[config.mk]
export PLATFORM = sky130hd
export DESIGN_NAME = ss_game_sequencer
export DESIGN_NICKNAME = d
export VERILOG_FILES = /design/src/rtl/ss_game_sequencer.sv
export SDC_FILE = /design/constraint.sdc
export NUM_CORES = 1
export LEC_CHECK = 0
export ABC_AREA = 1
export CAP_MARGIN = 10
export CORE_MARGIN = 5
export CORE_UTILIZATION = 59
export CTS_BUF_LIST = sky130_fd_sc_hd__clkbuf_8 sky130_fd_sc_hd__clkbuf_16
export DETAILED_ROUTE_END_ITERATION = 7
export HOLD_SLACK_MARGIN = 0.12
export PLACE_DENSITY = 0.9
export SKIP_CTS_REPAIR_TIMING = 1
export SKIP_LAST_GASP = 1
export SLEW_MARGIN = 20
export SYNTH_ARGS = -nofsm -noshare
export SYNTH_HDL_FRONTEND = slang
export SYNTH_SLANG_ARGS = --single-unit
[constraint.sdc]
create_clock -name clk -period 2.18 [get_ports clk]
set_input_delay 0.436 -clock clk [delete_from_list [all_inputs] [get_ports clk]]
set_output_delay 0.436 -clock clk [all_outputs]
set_load 0.005 [all_outputs]
[src/rtl/ss_game_sequencer.sv]
// ---------------------------------------------------------------------------
// ss_game_sequencer
//   Game-round sequencer for a 4-digit seven-segment display driver.
//   IDLE waits for start. RUN counts down a 2-digit BCD value, one step per
//   SEC_DIV clocks. CONVERT turns the clamped 7-bit score into two BCD digits
//   by repeated subtraction of 10. OVER raises game_over and produces
//   blink_clk so the display driver can blink the final score.
//
// Ports
//   clk, rst_n            clock, asynchronous active-low reset
//   start                 one-cycle pulse: begin/restart a round (IDLE/OVER)
//   player_dead           one-cycle pulse: end the round early (RUN)
//   score[6:0]            score, sampled in the first CONVERT cycle
//   count_s1/count_s0     countdown tens/ones digit (BCD)
//   score_tens/score_ones final score digits (BCD)
//   score_valid           score digits hold a finished conversion
//   game_over             high in OVER
//   blink_clk             blink phase, 0 outside OVER
//   time_up               one-cycle pulse when the countdown reaches 00
//   running               high in RUN
// All outputs come straight from flops.
// ---------------------------------------------------------------------------
module ss_game_sequencer #(
  parameter int unsigned SEC_DIV   = 100_000_000,
  parameter int unsigned BLINK_DIV = 25_000_000,
  parameter int unsigned START_SEC = 30
) (
  input  logic       clk,
  input  logic       rst_n,
  input  logic       start,
  input  logic       player_dead,
  input  logic [6:0] score,
  output logic [3:0] count_s1,
  output logic [3:0] count_s0,
  output logic [3:0] score_tens,
  output logic [3:0] score_ones,
  output logic       score_valid,
  output logic       game_over,
  output logic       blink_clk,
  output logic       time_up,
  output logic       running
);

  localparam int unsigned SEC_W   = (SEC_DIV   > 1) ? $clog2(SEC_DIV)   : 1;
  localparam int unsigned BLINK_W = (BLINK_DIV > 1) ? $clog2(BLINK_DIV) : 1;
  localparam logic [SEC_W-1:0]   SEC_LAST   = SEC_W'(SEC_DIV - 1);
  localparam logic [BLINK_W-1:0] BLINK_LAST = BLINK_W'(BLINK_DIV - 1);
  localparam logic [3:0]         START_S1   = 4'(START_SEC / 10);
  localparam logic [3:0]         START_S0   = 4'(START_SEC % 10);

  typedef enum logic [1:0] {S_IDLE, S_RUN, S_CONVERT, S_OVER} state_e;

  state_e               state_q, state_d;
  logic [SEC_W-1:0]     sec_cnt_q, sec_cnt_d;
  logic [BLINK_W-1:0]   blink_cnt_q, blink_cnt_d;
  logic [3:0]           cnt_s1_q, cnt_s1_d, cnt_s0_q, cnt_s0_d;
  logic [6:0]           rem_q, rem_d;
  logic                 load_q, load_d;   // first CONVERT cycle: latch score
  logic [3:0]           tens_q, tens_d, ones_q, ones_d;
  logic                 valid_q, valid_d;
  logic                 game_over_q, game_over_d;
  logic                 blink_q, blink_d;
  logic                 time_up_q, time_up_d;
  logic                 running_q, running_d;

  logic sec_tick, final_tick, conv_done, enter_run;

  // The second tick is the cycle in which the divider wraps.
  assign sec_tick   = (state_q == S_RUN) && (sec_cnt_q == SEC_LAST);
  // A tick while showing 01 produces 00 and ends the round, even if
  // player_dead arrives in the same cycle.
  assign final_tick = sec_tick && (cnt_s1_q == 4'd0) && (cnt_s0_q == 4'd1);
  assign conv_done  = (state_q == S_CONVERT) && !load_q && (rem_q < 7'd10);
  assign enter_run  = (state_d == S_RUN) && (state_q != S_RUN);

  // State register and all datapath registers.
  // NOTE: every register here, including the small working ones, is reset so
  // that an asynchronous reset in any state leaves no stale pulses or digits.
  always_ff @(posedge clk or negedge rst_n) begin
    if (!rst_n) begin
      state_q     <= S_IDLE;
      sec_cnt_q   <= '0;
      blink_cnt_q <= '0;
      cnt_s1_q    <= START_S1;
      cnt_s0_q    <= START_S0;
      rem_q       <= '0;
      load_q      <= 1'b0;
      tens_q      <= '0;
      ones_q      <= '0;
      valid_q     <= 1'b0;
      game_over_q <= 1'b0;
      blink_q     <= 1'b0;
      time_up_q   <= 1'b0;
      running_q   <= 1'b0;
    end else begin
      // NOTE: non-blocking assignments so every register samples the values
      // from before this edge, independent of statement order.
      state_q     <= state_d;
      sec_cnt_q   <= sec_cnt_d;
      blink_cnt_q <= blink_cnt_d;
      cnt_s1_q    <= cnt_s1_d;
      cnt_s0_q    <= cnt_s0_d;
      rem_q       <= rem_d;
      load_q      <= load_d;
      tens_q      <= tens_d;
      ones_q      <= ones_d;
      valid_q     <= valid_d;
      game_over_q <= game_over_d;
      blink_q     <= blink_d;
      time_up_q   <= time_up_d;
      running_q   <= running_d;
    end
  end

  // Next-state logic.
  always_comb begin
    // NOTE: default first so no path leaves state_d unassigned (no latch).
    state_d = state_q;
    case (state_q)
      S_IDLE:    if (start) state_d = S_RUN;
      S_RUN:     if (final_tick || player_dead) state_d = S_CONVERT;
      S_CONVERT: if (conv_done) state_d = S_OVER;
      S_OVER:    if (start) state_d = S_RUN;
      default:   state_d = S_IDLE;
    endcase
  end

  // Datapath / output next values.
  always_comb begin
    sec_cnt_d   = '0;
    blink_cnt_d = '0;
    blink_d     = 1'b0;
    cnt_s1_d    = cnt_s1_q;
    cnt_s0_d    = cnt_s0_q;
    rem_d       = rem_q;
    tens_d      = tens_q;
    ones_d      = ones_q;
    valid_d     = valid_q;
    load_d      = (state_d == S_CONVERT) && (state_q != S_CONVERT);
    time_up_d   = final_tick;
    running_d   = (state_d == S_RUN);
    game_over_d = (state_d == S_OVER);

    // Second divider only runs while staying in RUN; any entry starts at 0.
    if (state_q == S_RUN && state_d == S_RUN)
      sec_cnt_d = sec_tick ? '0 : sec_cnt_q + 1'b1;

    // BCD decrement; the round leaves RUN at 00 so it never wraps.
    if (sec_tick) begin
      if (cnt_s0_q != 4'd0) begin
        cnt_s0_d = cnt_s0_q - 4'd1;
      end else begin
        cnt_s0_d = 4'd9;
        cnt_s1_d = cnt_s1_q - 4'd1;
      end
    end

    if (enter_run) begin
      cnt_s1_d = START_S1;
      cnt_s0_d = START_S0;
      valid_d  = 1'b0;
    end

    // Score to BCD: latch clamped score, then subtract 10 per cycle.
    if (state_q == S_CONVERT) begin
      if (load_q) begin
        rem_d   = (score > 7'd99) ? 7'd99 : score;
        tens_d  = '0;
        valid_d = 1'b0;
      end else if (rem_q >= 7'd10) begin
        rem_d  = rem_q - 7'd10;
        tens_d = tens_q + 4'd1;
      end else begin
        ones_d  = rem_q[3:0];
        valid_d = 1'b1;
      end
    end

    // Blink divider runs only while staying in OVER; entry starts at phase 0.
    if (state_q == S_OVER && state_d == S_OVER) begin
      if (blink_cnt_q == BLINK_LAST) begin
        blink_cnt_d = '0;
        blink_d     = ~blink_q;
      end else begin
        blink_cnt_d = blink_cnt_q + 1'b1;
        blink_d     = blink_q;
      end
    end
  end

  assign count_s1    = cnt_s1_q;
  assign count_s0    = cnt_s0_q;
  assign score_tens  = tens_q;
  assign score_ones  = ones_q;
  assign score_valid = valid_q;
  assign game_over   = game_over_q;
  assign blink_clk   = blink_q;
  assign time_up     = time_up_q;
  assign running     = running_q;

endmodule

# --- Word level (Yosys, flattened, before mapping) ---
# Index checks and enable logic that the tools add are counted.
# Widths: inputs -> output; s select.
totals:
  ff_bits: 83
  inputBits: 11
classes:
  add_sub_neg: 6
  order_cmp: 3
  n_eq_ne: 13
  n_mux: 25
  bitwise: 3
  n_reduce_logical: 20
ops:
  columns: ["operator", "count"]
  rows:
  - ["$mux 27", 2]
  - ["$mux 25", 2]
  - ["$mux 4", 8]
  - ["$add 27x1->27 const B", 1]
  - ["$eq 27x27->1 const B", 1]
  - ["$add 25x1->25 const B", 1]
  - ["$eq 25x25->1 const B", 1]
  - ["$mux 7", 3]
  - ["$logic_and 1x1->1", 9]
  - ["$eq 2x2->1 const B", 4]
  - ["$sub 4x1->4 const B", 2]
  - ["$ge 7x4->1 const B", 1]
  - ["$gt 7x7->1 const B", 1]
  - ["$lt 7x4->1 const B", 1]
  - ["$sub 7x4->7 const B", 1]
  - ["$mux 1", 6]
  - ["$mux 2", 3]
  - ["$pmux 2 s3", 1]
  - ["$add 4x1->4 const B", 1]
  - ["$eq 2x1->1 const B", 2]
  - ["$eq 4x1->1 const B", 1]
  - ["$logic_not 4->1", 1]
  - ["$ne 2x1->1 const B", 2]
  - ["$ne 2x2->1 const B", 2]
  - ["9 further kinds", 13]

# --- Depth between registers and ports, before layout ---
logic_depth:
  word_depth: 13
  depth_mapped: 15
  depth_no_buf: 14

# --- Worst setup path before layout ---
# Ideal clock, no wire load.
synth_path:
  kind: "register to register"
  start: "register state_q[1]"
  end: "register sec_cnt_q[18]"
  setup_ns: 0.139
  t_arrival_ns: 1.735
  required_time_ns: 2.041
  setup_slack_ns: 0.306
  stages_incl_launch_ff: 13
  period_less_slack_ns: 1.874
  cell_sequence: "dfrtp_1 > inv_1 > ha_1 > nand4_1 > nor2_2 > nand3_2 > nand3_2 > nand2_2 > nand2_1 > inv_2 > nand2_2 > buf_4 > nor3_1"
synth_via:
  elab_chain_len: 10
  elab_cells_between_ends: 19
  classes_between: "4 x eq/ne; 6 x mux; 9 x reduce/logical"
synth_rtl:
  columns: ["element", "line", "source"]
  rows:
  - ["start, declared", "53", "state_e state_q, state_d;"]
  - ["start signal, assigned", "98", "state_q <= state_d;"]
  - ["$eq 2x1->1", "69, 119", null]
  - ["$logic_and 1x1->1", "69", "assign sec_tick = (state_q == S_RUN) && (sec_cnt_q == SEC_LAST);"]
  - ["$logic_and 1x1->1 (2 in a row)", "72", "assign final_tick = sec_tick && (cnt_s1_q == 4'd0) && (cnt_s0_q == 4'd1);"]
  - ["$logic_or 1x1->1", "121", "S_RUN: if (final_tick || player_dead) state_d = S_CONVERT;"]
  - ["$mux 2", "121", null]
  - ["$pmux 2 s3 (*)", "119", "case (state_q)"]
  - ["via state_d[0]", "53", null]
  - ["$eq 2x1->1 (*)", null, null]
  - ["via running_d", "64", "logic running_q, running_d;"]
  - ["$logic_and 1x1->1 (*)", "145", "if (state_q == S_RUN && state_d == S_RUN)"]
  - ["$mux 27 (*)", "145", null]
  - ["via sec_cnt_d[18]", "54", "logic [SEC_W-1:0] sec_cnt_q, sec_cnt_d;"]
  - ["end signal, assigned", "99", "sec_cnt_q <= sec_cnt_d;"]
  - ["end, declared", "54", null]
# Mark *: on every way through the listed nets, which the timed path passes. The rest lies on a longest branch.
# A chain may end at the register's enable or synchronous reset.

# --- Final worst setup path ---
layout_path:
  start: "register sec_cnt_q[0]"
  end: "register blink_cnt_q[22]"
layout_via:
  elab_chain_len: 10
layout_rtl:
  columns: ["element", "line", "source"]
  rows:
  - ["$eq 27x27->1", "69", null]
  - ["$logic_and 1x1->1", "69", null]
  - ["$logic_and 1x1->1 (2 in a row)", "72", null]
  - ["$logic_or 1x1->1", "121", null]
  - ["$mux 2", "121", null]
  - ["$pmux 2 s3", "119", null]
  - ["$eq 2x2->1", null, null]
  - ["via game_over_d", "61", "logic game_over_q, game_over_d;"]
  - ["$logic_and 1x1->1", "180", "if (state_q == S_OVER && state_d == S_OVER) begin"]
  - ["$mux 25", "180", null]
  - ["via blink_cnt_d[22]", "55", "logic [BLINK_W-1:0] blink_cnt_q, blink_cnt_d;"]
  - ["end signal, assigned", "100", "blink_cnt_q <= blink_cnt_d;"]
  - ["end, declared", "55", null]
# The timed path passes the listed nets, and every way through them passes these cells.

==> impl_metrics.tcl <==
set metrics [dict create \
    outcome "completed" \
    synthFlopType "dfrtp_1" \
    critPathKind "flip-flop to flip-flop" \
    antenna_found_initial 0 \
    ys_async_sr_fraction_pct 100 \
    maxSlewHeadroom_pct 52.6 \
    seqPwrFrac_pct 42.2 \
    num-fill-cells 553 \
    fin_crit_ns 2.12 \
    dieArea_sq_um 9750 \
    power.density_nw_per_um2 862 \
    use_met3_pct 5.24 \
    post_drt_wl_per_cell_um 15.1 \
    finalWirelength_um 11100 \
    fin_setup_tns_ns 0 \
    ant_nets 0 \
    synth-edff-count 0 \
    gp_congestion 0.924 \
    rows 32 \
    cts_tree "built" \
    multiInputGateArea_sq_um 2270 \
    portBuffers 31 \
    grt_use_total_pct 22.3 \
    grt_use_met1_pct 26.2 \
    grt_pass1_vias 4182 \
    power_mw 4.64 \
    irDropWorstVdd_v 0.000613 \
    dp_hpwl_um 7670 \
    globalRouteOverflowTotal 0 \
    finalHoldViolations 0 \
    drive_gt1_share_pct 12.6 \
    rsz0062_at_grt "true" \
    root_buffer "clkbuf_8" \
    cp_data_arrival_time_ns 2.41 \
    cts_buffers 9 \
    finClkSkew_ns 0.00940 \
    setup_violations 0 \
    clk_pin_slew_ns 0.08 \
    htreeDepth 3 \
    tightest_slew_ns 0.711 \
    synthesis.area_sq_um 4650 \
    r2r_end "blink_cnt_q[22]" \
    worstPathRequired_ns 2.47 \
    syn_inst 582 \
    min_path_type "primary input to asynchronous set/reset pin" \
    synth-seq-cells 83 \
    drv_slew 0 \
    layout.area.seq_sq_um 2080 \
    syn_to_final_growth_pct 15.8 \
    critPathMaxFanout 8 \
    fin_nets 651 \
    start_util_pct 60.4 \
    max_freq_mhz 472 \
    worstSkewPairLatency_ns 0.35 \
    p_leak_nw 2.27 \
    cts.sinks 83 \
    endpoint_kind "flip-flop" \
    p_int_mw 2.87 \
    drv_cap 0 \
    die_w_um 98.7 \
    syn_nets 603 \
    grt_max_degree 55 \
    final_common_cell "nand2_1" \
    dr.pass1.iters 5 \
    via_per_inst 5.76 \
    combPwrFrac_pct 38.2 \
    holdWs_ns 0.123 \
    route.detailed.drc 0 \
    finalCritPeriodShare_pct 97.2 \
    antenna_cells 0 \
    yosysWarnings 0 \
    p_sw_mw 1.76 \
    initialDrtViolationCount 278 \
    grt_busiest_layer "met2" \
    dr_total_vias 4237 \
    postSynthAreaPerCell_sq_um 7.98 \
    met2_usage_pct 38.9 \
    grt_pass1_wl_um 18100 \
    rr_worst_depth 11 \
    mostFrequentLayoutCells "102 x nand2_1, 81 x inv_1, 80 x dfrtp_1" \
    clockPowerShare_pct 19.5 \
    clockBufferDepth 2 \
    core-area_sq_um 7690 \
    yosysUniqueCellTypes 42 \
    dieHeight_um 98.7 \
    rrSetupSlack_ns 0.06 \
    cp-start-kind "flip-flop" \
    floorplan.io_pins 32 \
    rr_startpoint "sec_cnt_q[0]" \
    sw_frac_of_total_pct 38.1 \
    seq_area_frac_synth_pct 44.7 \
]
-- layer usage --
layer	part of all wire, %	vias to the layer above
met2	51	198
met1	40	2032
met3	6.4	32
li1	-	1975
met5	0	-
met4	2.1	0
-- critical path: stages, from the launching register on --
cell,delay [ns]
dfrtp_1,0.37
ha_1,0.19
nand2_2,0.08
nor2_4,0.13
nand2_2,0.15
nor2_4,0.16
nand3_2,0.12
nand3_2,0.11
nand2_4,0.08
a21oi_4,0.28
nand3_4,0.22
nor2_2,0.15
-- state kept, by name, indices dropped and copies added (netlist names) --
name	cells
blink_clk	1
blink_cnt_q	25
count_s0	4
count_s1	4
game_over	1
load_q	1
rem_q	7
running	1
score_ones	4
score_tens	4
score_valid	1
sec_cnt_q	27
state_q	2
time_up	1
-- cell type report --
cell class,instances,share of cell area [%]
clock buffers,9,2.30
inverters,84,5.86
clock inverters,5,0.442
well taps,102,2.37
repair buffers,45,8.14
multi-input cells,407,42.2
flip-flops and latches,83,38.7
-- stage by stage --
step	std cells	worst slack [ns]	utilization, %	instance area, sq um
2_1_floorplan	582	0.306	-	4650
3_3_place_gp	718	0.181	66.9	5140
3_5_place_dp	718	0.106	66.9	5140
4_1_cts	732	0.0619	68.8	5290
5_1_grt	735	-0.0328	70.0	5380
6_report	735	0.0607	70.0	5380
-- power groups by stage --
stage               logic, mW  clock network [mW]  registers, mW
floorplan                1.06                   0           1.94
global placement         1.53                   0           1.95
detailed placement       1.62                   0           1.97
CTS                      1.64               0.927           1.94
global route             1.93                1.00           1.98
finish                   1.77               0.906           1.96
-- Yosys cell counts, types with 2 or more instances --
| master | number | area [sq um] |
|---|---|---|
| dfstp_2 | 2 | 52.6 |
| xnor2_1 | 4 | 35.0 |
| clkbuf_1 | 2 | 7.51 |
| inv_2 | 2 | 7.51 |
| buf_2 | 3 | 15.0 |
| nor2_1 | 80 | 300 |
| buf_4 | 2 | 15.0 |
| ha_1 | 10 | 125 |
| o22ai_1 | 2 | 12.5 |
| xor2_1 | 31 | 272 |
| dfrtp_1 | 81 | 2030 |
| nand2_2 | 5 | 31.3 |
| nand3_1 | 33 | 165 |
| inv_1 | 82 | 308 |
| nor4_1 | 8 | 50.1 |
| or2_2 | 3 | 18.8 |
| nand4_1 | 15 | 93.8 |
| a31oi_1 | 2 | 12.5 |
| nor3_2 | 3 | 30.0 |
| nand2_1 | 104 | 390 |
| nand3_2 | 4 | 40.0 |
| o21ai_0 | 21 | 105 |
| nor3b_1 | 2 | 15.0 |
| nor3_1 | 33 | 165 |
| o211ai_1 | 4 | 30.0 |
| nor2_2 | 13 | 81.3 |
| a21oi_1 | 12 | 60.1 |
| o21a_1 | 5 | 37.5 |
-- cell families (layout without fill, tap and decap cells) --
logic type      count (synthesis)  count (layout)  share of synthesized area [%]
simple gates                  309             310                           31.2
buf+inv                        93             143                           7.92
flops                          83              83                           44.7
compound gates                 51              51                           6.60
xor+xnor                       35              35                           6.60
fa+ha+maj                      10              10                           2.69
mux                             1               1                          0.242
-- worst max-delay path by stage --
stage	end	cells after the start	start	slack [ns]
after global placement	count_s1[0]	8	start	0.18
after CTS	blink_cnt_q[0]	10	state_q[1]	0.06
final	blink_cnt_q[22]	11	sec_cnt_q[0]	0.06
after detailed placement	count_s1[0]	8	start	0.11
after floorplan	sec_cnt_q[18]	12	state_q[1]	0.31
after global routing	blink_cnt_q[0]	11	sec_cnt_q[0]	-0.03
Note: power is estimated with default switching activity, not from simulation.
